--- src/rtl/apb_cfg_master.sv ---
`default_nettype none
// ============================================================================
// Module   : apb_cfg_master
// Brief    : Single-outstanding APB3 initiator on the reference clock. Turns a
//            valid/ready request into SETUP/ACCESS phases and returns read
//            data / error on a valid/ready response channel.
// Options  : APB_CFG_MASTER_TIMEOUT_EN - abort an ACCESS phase after
//            TIMEOUT_CYCLES cycles without PREADY (error + timeout flag).
// Revision : 1.0 - initial release
// ============================================================================
module apb_cfg_master #(
    parameter int ADDR_WIDTH     = 12,
    parameter int TIMEOUT_CYCLES = 255
) (
    input  logic                  ref_clk_i,
    input  logic                  rstpin_ni,
    input  logic                  req_valid_i,
    output logic                  req_ready_o,
    input  logic [ADDR_WIDTH-1:0] req_addr_i,
    input  logic [31:0]           req_wdata_i,
    input  logic                  req_write_i,
    output logic                  rsp_valid_o,
    input  logic                  rsp_ready_i,
    output logic [31:0]           rsp_rdata_o,
    output logic                  rsp_err_o,
    output logic                  rsp_timeout_o,
    output logic                  busy_o,
    output logic [ADDR_WIDTH-1:0] PADDR,
    output logic [31:0]           PWDATA,
    output logic                  PWRITE,
    output logic                  PSEL,
    output logic                  PENABLE,
    input  logic [31:0]           PRDATA,
    input  logic                  PREADY,
    input  logic                  PSLVERR
);

    typedef enum logic [1:0] {
        ST_IDLE   = 2'd0,
        ST_SETUP  = 2'd1,
        ST_ACCESS = 2'd2,
        ST_RESP   = 2'd3
    } state_t;

    // Counter width is fixed; reject timeouts that cannot be represented.
    generate
        if (TIMEOUT_CYCLES < 1 || TIMEOUT_CYCLES > 1048575) begin : g_bad_timeout
            $error("apb_cfg_master: TIMEOUT_CYCLES must be in 1..2^20-1");
        end
    endgenerate

    state_t                state_q,   state_d;
    logic [ADDR_WIDTH-1:0] paddr_q,   paddr_d;
    logic [31:0]           pwdata_q,  pwdata_d;
    logic                  pwrite_q,  pwrite_d;
    logic                  psel_q,    psel_d;
    logic                  penable_q, penable_d;
    logic                  rvalid_q,  rvalid_d;
    logic [31:0]           rdata_q,   rdata_d;
    logic                  rerr_q,    rerr_d;

`ifdef APB_CFG_MASTER_TIMEOUT_EN
    // Loaded in SETUP so that the count reaches zero on the last allowed ACCESS cycle.
    localparam logic [19:0] TMO_LOAD = 20'(TIMEOUT_CYCLES - 1);
    localparam logic [31:0] TMO_RDATA = 32'hDEADBEEF;

    logic [19:0] cnt_q, cnt_d;
    logic        rtmo_q, rtmo_d;
`endif

    // State and registered outputs; async reset drops the APB strobes at once.
    always_ff @(posedge ref_clk_i or negedge rstpin_ni) begin
        if (!rstpin_ni) begin
            state_q   <= ST_IDLE;
            paddr_q   <= '0;
            pwdata_q  <= '0;
            pwrite_q  <= 1'b0;
            psel_q    <= 1'b0;
            penable_q <= 1'b0;
            rvalid_q  <= 1'b0;
            rdata_q   <= '0;
            rerr_q    <= 1'b0;
`ifdef APB_CFG_MASTER_TIMEOUT_EN
            cnt_q     <= '0;
            rtmo_q    <= 1'b0;
`endif
        end else begin
            state_q   <= state_d;
            paddr_q   <= paddr_d;
            pwdata_q  <= pwdata_d;
            pwrite_q  <= pwrite_d;
            psel_q    <= psel_d;
            penable_q <= penable_d;
            rvalid_q  <= rvalid_d;
            rdata_q   <= rdata_d;
            rerr_q    <= rerr_d;
`ifdef APB_CFG_MASTER_TIMEOUT_EN
            cnt_q     <= cnt_d;
            rtmo_q    <= rtmo_d;
`endif
        end
    end

    // Next-state and next-output logic; everything holds unless a phase changes it.
    always_comb begin
        state_d   = state_q;
        paddr_d   = paddr_q;
        pwdata_d  = pwdata_q;
        pwrite_d  = pwrite_q;
        psel_d    = psel_q;
        penable_d = penable_q;
        rvalid_d  = rvalid_q;
        rdata_d   = rdata_q;
        rerr_d    = rerr_q;
`ifdef APB_CFG_MASTER_TIMEOUT_EN
        cnt_d     = cnt_q;
        rtmo_d    = rtmo_q;
`endif
        unique case (state_q)
            ST_IDLE: begin
                // Request fields are sampled only here.
                if (req_valid_i) begin
                    paddr_d  = req_addr_i;
                    pwdata_d = req_wdata_i;
                    pwrite_d = req_write_i;
                    psel_d   = 1'b1;
                    state_d  = ST_SETUP;
                end
            end
            ST_SETUP: begin
                penable_d = 1'b1;
                state_d   = ST_ACCESS;
`ifdef APB_CFG_MASTER_TIMEOUT_EN
                cnt_d     = TMO_LOAD;
`endif
            end
            ST_ACCESS: begin
                // A ready slave wins even on the cycle the timeout would expire.
                if (PREADY) begin
                    rdata_d   = pwrite_q ? 32'h0 : PRDATA;
                    rerr_d    = PSLVERR;
                    psel_d    = 1'b0;
                    penable_d = 1'b0;
                    rvalid_d  = 1'b1;
                    state_d   = ST_RESP;
`ifdef APB_CFG_MASTER_TIMEOUT_EN
                    rtmo_d    = 1'b0;
                end else if (cnt_q == '0) begin
                    rdata_d   = TMO_RDATA;
                    rerr_d    = 1'b1;
                    rtmo_d    = 1'b1;
                    psel_d    = 1'b0;
                    penable_d = 1'b0;
                    rvalid_d  = 1'b1;
                    state_d   = ST_RESP;
                end else begin
                    cnt_d     = cnt_q - 20'd1;
`endif
                end
            end
            ST_RESP: begin
                if (rsp_ready_i) begin
                    rvalid_d = 1'b0;
                    state_d  = ST_IDLE;
                end
            end
            default: state_d = ST_IDLE;
        endcase
    end

    assign req_ready_o = (state_q == ST_IDLE);
    assign busy_o      = (state_q != ST_IDLE);
    assign PADDR       = paddr_q;
    assign PWDATA      = pwdata_q;
    assign PWRITE      = pwrite_q;
    assign PSEL        = psel_q;
    assign PENABLE     = penable_q;
    assign rsp_valid_o = rvalid_q;
    assign rsp_rdata_o = rdata_q;
    assign rsp_err_o   = rerr_q;
`ifdef APB_CFG_MASTER_TIMEOUT_EN
    assign rsp_timeout_o = rtmo_q;
`else
    assign rsp_timeout_o = 1'b0;
`endif

endmodule
`default_nettype wire

--- config.mk ---
export PLATFORM = sky130hd
export DESIGN_NAME = apb_cfg_master
export DESIGN_NICKNAME = d
export VERILOG_FILES = /design/src/rtl/apb_cfg_master.sv
export SDC_FILE = /design/constraint.sdc
export NUM_CORES = 1
export LEC_CHECK = 0
export BUFFER_PORTS_ARGS = -buffer_cell sky130_fd_sc_hd__clkbuf_2
export CAP_MARGIN = 15
export CORE_MARGIN = 1
export CORE_UTILIZATION = 46
export DETAILED_ROUTE_END_ITERATION = 6
export PLACE_DENSITY_LB_ADDON = 0.12
export SYNTH_ARGS = -nofsm -noshare
export SYNTH_HDL_FRONTEND = slang
export SYNTH_SLANG_ARGS = --single-unit
export TNS_END_PERCENT = 20
--- constraint.sdc ---
create_clock -name ref_clk_i -period 1.9 [get_ports ref_clk_i]
set_input_delay 0.095 -clock ref_clk_i [delete_from_list [all_inputs] [get_ports ref_clk_i]]
set_output_delay 0.095 -clock ref_clk_i [all_outputs]
set_load 0.1 [all_outputs]
# Word level (Yosys, flattened, before mapping)

Cells that the tools add are included.

Bits in latches: 0
Memories: 0
Bits of input ports: 83
Memory bits (read-only): 0
Register bits after elaboration: 83
Output and inout port bits: 84
Memory bits (writable): 0

Add/subtract/negate cells: 0
Div/mod/pow operators: 0
Order comparisons: 0
Reductions and logical operators: 11
Shift operators: 0
Multipliers: 0
Bitwise gates (word level): 0
Eq/ne operators: 6
Muxes and demuxes: 12

Operator list:

| operator                                             | count |
|---|---|
| 2-to-1 mux 32 bit                                    | 1 |
| AND reduction 3 bit                                  | 3 |
| one-hot mux 2 bit (4 select lines)                   | 1 |
| nonzero test 2 bit                                   | 4 |
| 2-to-1 mux 2 bit                                     | 3 |
| != test 2 bit (second input constant)                | 3 |
| one-hot mux 1 bit (2 select lines)                   | 3 |
| AND reduction 2 bit                                  | 3 |
| equality test 2 bit (second input constant)          | 2 |
| 2-to-1 mux 1 bit                                     | 4 |
| equality test 2 x 1 -> 1 bit (second input constant) | 1 |
| zero test 2 bit                                      | 1 |

# Longest topological paths before layout

Depth in word-level cells: 3
Mapped depth: 7
Depth with buffers taken out: 5

# Least setup slack after synthesis

Ideal clock, no wire load.

Path type: reg-to-reg
From: reg state_q[0]
To: reg paddr_q[0], in the netlist PADDR[0]
Setup time: 0.125 ns
Period minus slack after synthesis: 2.380 ns
Path buffers: 1
Data required time: 1.775 ns
Arrival: 2.255 ns
Path slack: -0.480 ns
Cell stages (with the launch flop): 6
Cell sequence: dfrtp_1 -> inv_1 -> ha_1 -> nand2_2 -> buf_6 -> mux2_4

Word-level cells in the longest chain between the ends: 2

Ends and longest elaborated chain:

| element                       | line | text |
|---|---|---|
| start: declaration            | 52   | `state_t state_q, state_d;` |
| start signal: assignment      | 88   | `state_q <= state_d;` |
| zero test 2 bit               | n/a  |  |
| named net req_ready_o         | 18   | `output logic req_ready_o,` |
| AND reduction 2 bit (no line) | n/a  |  |
| end signal: assignment        | 89   | `paddr_q <= paddr_d;` |
| end: declaration              | 53   | `logic [ADDR_WIDTH-1:0] paddr_q, paddr_d;` |

The timed path passes the listed nets, and every way through them passes these cells.
A chain may end at the register's enable or synchronous reset.

# Final worst setup path

From: reg state_q[0]
To: out req_ready_o

Word-level cells in the longest chain between the ends: 1

Ends and longest elaborated chain:

| element          | line | text |
|---|---|---|
| zero test 2 bit  | 171  | `assign req_ready_o = (state_q == ST_IDLE);` |
| end: declaration | 18   |  |

Every way passes these cells.

==> flow_summary.toml <==
[status]
outcome = "finished, final reports clean"

[logic_synthesis]
synth-adder-area-share = 0.0211
synthCells = 272
synthSimpleGateAreaFrac = 0.103
synth_nets = 361
synth_compound_area_frac = 0.0602
synth.distinct_cells = 26
synth-edff-count = 0
avgSynthCellArea_um2 = 13.1
synthMuxAreaShare = 0.197
synthArstFlopShare = 1.00
synth_top_family_by_area = "multiplexers"
ys_seq_area_frac = 0.584
synth-seq-cells = 83
synth_flop_cell = "dfrtp_1"
synth_area_um2 = 3560
yosys_warnings = 0
synth_xor_xnor_area_share = 0

[timing]
finalClockSkew_ps = 8.84
drv_slew = 0
period_share = 0.897
worst_hold_slack_ps = 14.8
slew_headroom = 0.621
tightest_slew_ps = 571
fmax_mhz = 587
finalHoldViolCount = 0
setup_viol = 0
fin_setup_tns_ps = 0
grt_setup_unrepaired = "no"
min_period_ps = 1700

[drt]
ant_nets = 0
via_per_inst = 4.59
firstDrtPassIters = 4
drc = 0
drt-initial-drc-count = 92
wire_per_inst_um = 14.0
vias = 2838
routed_wl_um = 8640

[worst_setup_path]
reg2reg_slack_ps = 250
critPathRequiredTime_ps = 1800
ff2ff_path_depth = 5
crit_slowest_cell = "clkbuf_2"
cp-end-kind = "output pin"
reg2reg_from = "state_q[0]$_DFFE_PN0P_"
critPathMaxStageDelay_ps = 460
r2r-end = "rsp_rdata_o[27]$_DFFE_PN0P_"
start_kind = "flip-flop"
arrival_ps = 1610
cp_max_fo = 6
worst-setup-path-type = "reg2out"
path_cells = "inv_1 -> ha_4 -> clkbuf_2"

[die]
chipHeight_um = 89.9
die_w_um = 89.9
dieArea_um2 = 8090
num_io_pins = 167
start_util = 0.483
num_rows = 31
core_um2 = 7370

[final_layout]
layout-drive-gt1-share = 0.462
utilization = 0.745
area_delta_synth_final_pct = 54.4
nNetsFinal = 604
fill_cells = 517
antennaDiodeCount = 0
stdcell_area_um2 = 5490

[placement]
placed_cell_area_um2 = 4520
gp_congestion = 0.783
hpwl_um = 5470
port_buffers = 165

[grt]
grt_pass1_vias = 2924
grt_use_total = 0.221
antenna_found_initial = 0
grt_pass1_wl_um = 14100
grt_max_degree = 55
gr-total-overflow = 0

[min_path]
holdPathStages = 3
hp-start = "PRDATA[11]"
hold_end = "rsp_rdata_o[11]$_DFFE_PN0P_"
worstHoldPathType = "in2reg"

[clock_network]
h-tree-depth = 3
clock_latency_ps = 340
cts-root-buf = "clkbuf_8"
clockBufferDepth = 2
cts_tree = "done"
path_clk_slew_ps = 80
cts_made_buffers = 9
cts.sinks = 83
cts_resized = 0

[job]
maxCapViolations = 0
[worst max-delay path: cells and delay by family (launching register included)]
family / cells / cell delay [ps]
buffers and inverters: 2 / 660
adders and majority gates: 1 / 200
DFF: 1 / 410
[how the worst max path moves through the flow]
stage | from | end | slack [ps] | cells after the start
finish | state_q[0]$_DFFE_PN0P_ | req_ready_o | 200 | 3
floorplan | state_q[0]$_DFFE_PN0P_ | PADDR[0]$_DFFE_PN0P_ | 160 | 5
CTS | state_q[0]$_DFFE_PN0P_ | req_ready_o | 180 | 3
global placement | state_q[0]$_DFFE_PN0P_ | rsp_rdata_o[20]$_DFFE_PN0P_ | 340 | 6
detailed placement | state_q[1]$_DFFE_PN0P_ | PWDATA[19]$_DFFE_PN0P_ | 260 | 5
global route | state_q[0]$_DFFE_PN0P_ | rsp_rdata_o[0]$_DFFE_PN0P_ | 80 | 5
[layout make-up]
| cell class | count | area, um^2 | share of cell area |
|---|---|---|---|
| tap | 99 | 124 | 0.0226 |
| clock inverter | 5 | 85.1 | 0.0155 |
| multi-input combinational | 168 | 1380 | 0.250 |
| sequential | 83 | 2080 | 0.378 |
| inverter | 6 | 22.5 | 0.00410 |
| timing repair buffer | 247 | 1670 | 0.304 |
| clock buffer | 10 | 138 | 0.0251 |
[cells in the mapped netlist, types with 2 or more instances]
cell type  instances  share of area
buf_2              5         0.0070
buf_6              4          0.013
clkbuf_1           5         0.0053
dfrtp_1           83           0.58
ha_1               6          0.021
inv_1              5         0.0053
mux2_2             6          0.019
mux2_4            40           0.17
mux2i_1            2         0.0056
nand2_1           35          0.037
nand2b_1          33          0.058
o21ai_0           34          0.048
[flip-flops by register name (all words and copies together), names as in the netlist]
| signal | flops |
|---|---|
| state_q | 2 |
| PWDATA | 32 |
| PWRITE | 1 |
| rsp_err_o | 1 |
| PENABLE | 1 |
| rsp_rdata_o | 32 |
| PSEL | 1 |
| rsp_valid_o | 1 |
| PADDR | 12 |
[logic make-up after synthesis]
logic type	count (synthesis)
compound gates	39
fa+ha+maj	6
buf+inv	21
flops	83
mux	49
other cells	1
simple gates	73
[placed cells by master, fill, tap and decap left out, types with 2 or more instances in the layout]
master         netlist  layout
inv_6                0       2
inv_1                5       5
mux2_4              40      40
nand2_1             35      34
bufinv_16            0       2
clkbuf_8             0      10
nand2_2              1       2
dfrtp_1             83      83
buf_4                1       5
o21ai_0             34      34
clkbuf_2             0     164
mux2_2               6       6
ha_1                 6       5
nand2b_1            33      33
dlygate4sd3_1        0      75
mux2i_1              2       2
buf_12               0       3
[per-stage QoR]
stage | std cells | setup slack (ps)
finish | 618 | 195
detailed placement | 528 | 265
CTS | 618 | 182
floorplan | 272 | 157
global placement | 528 | 336
global route | 618 | 85.0
[per-layer routing]
| layer | part of all wire | GRT usage | vias to the layer above |
|---|---|---|---|
| li1 | - | - | 1392 |
| met1 | 0.43 | 0.273 | 1326 |
| met2 | 0.50 | 0.379 | 99 |
| met5 | 0 | 0 | - |
| met3 | 0.042 | 0.0381 | 21 |
| met4 | 0.030 | 0.101 | 0 |
[repair_timing]
item / CTS / global route
buffers inserted: 0 / 0
hold endpoints to repair: 109 / 0
hold buffers: 75 / 0
Power is not shown: default switching activity piles up to over one toggle a cycle in this logic, so the estimate is an artifact.
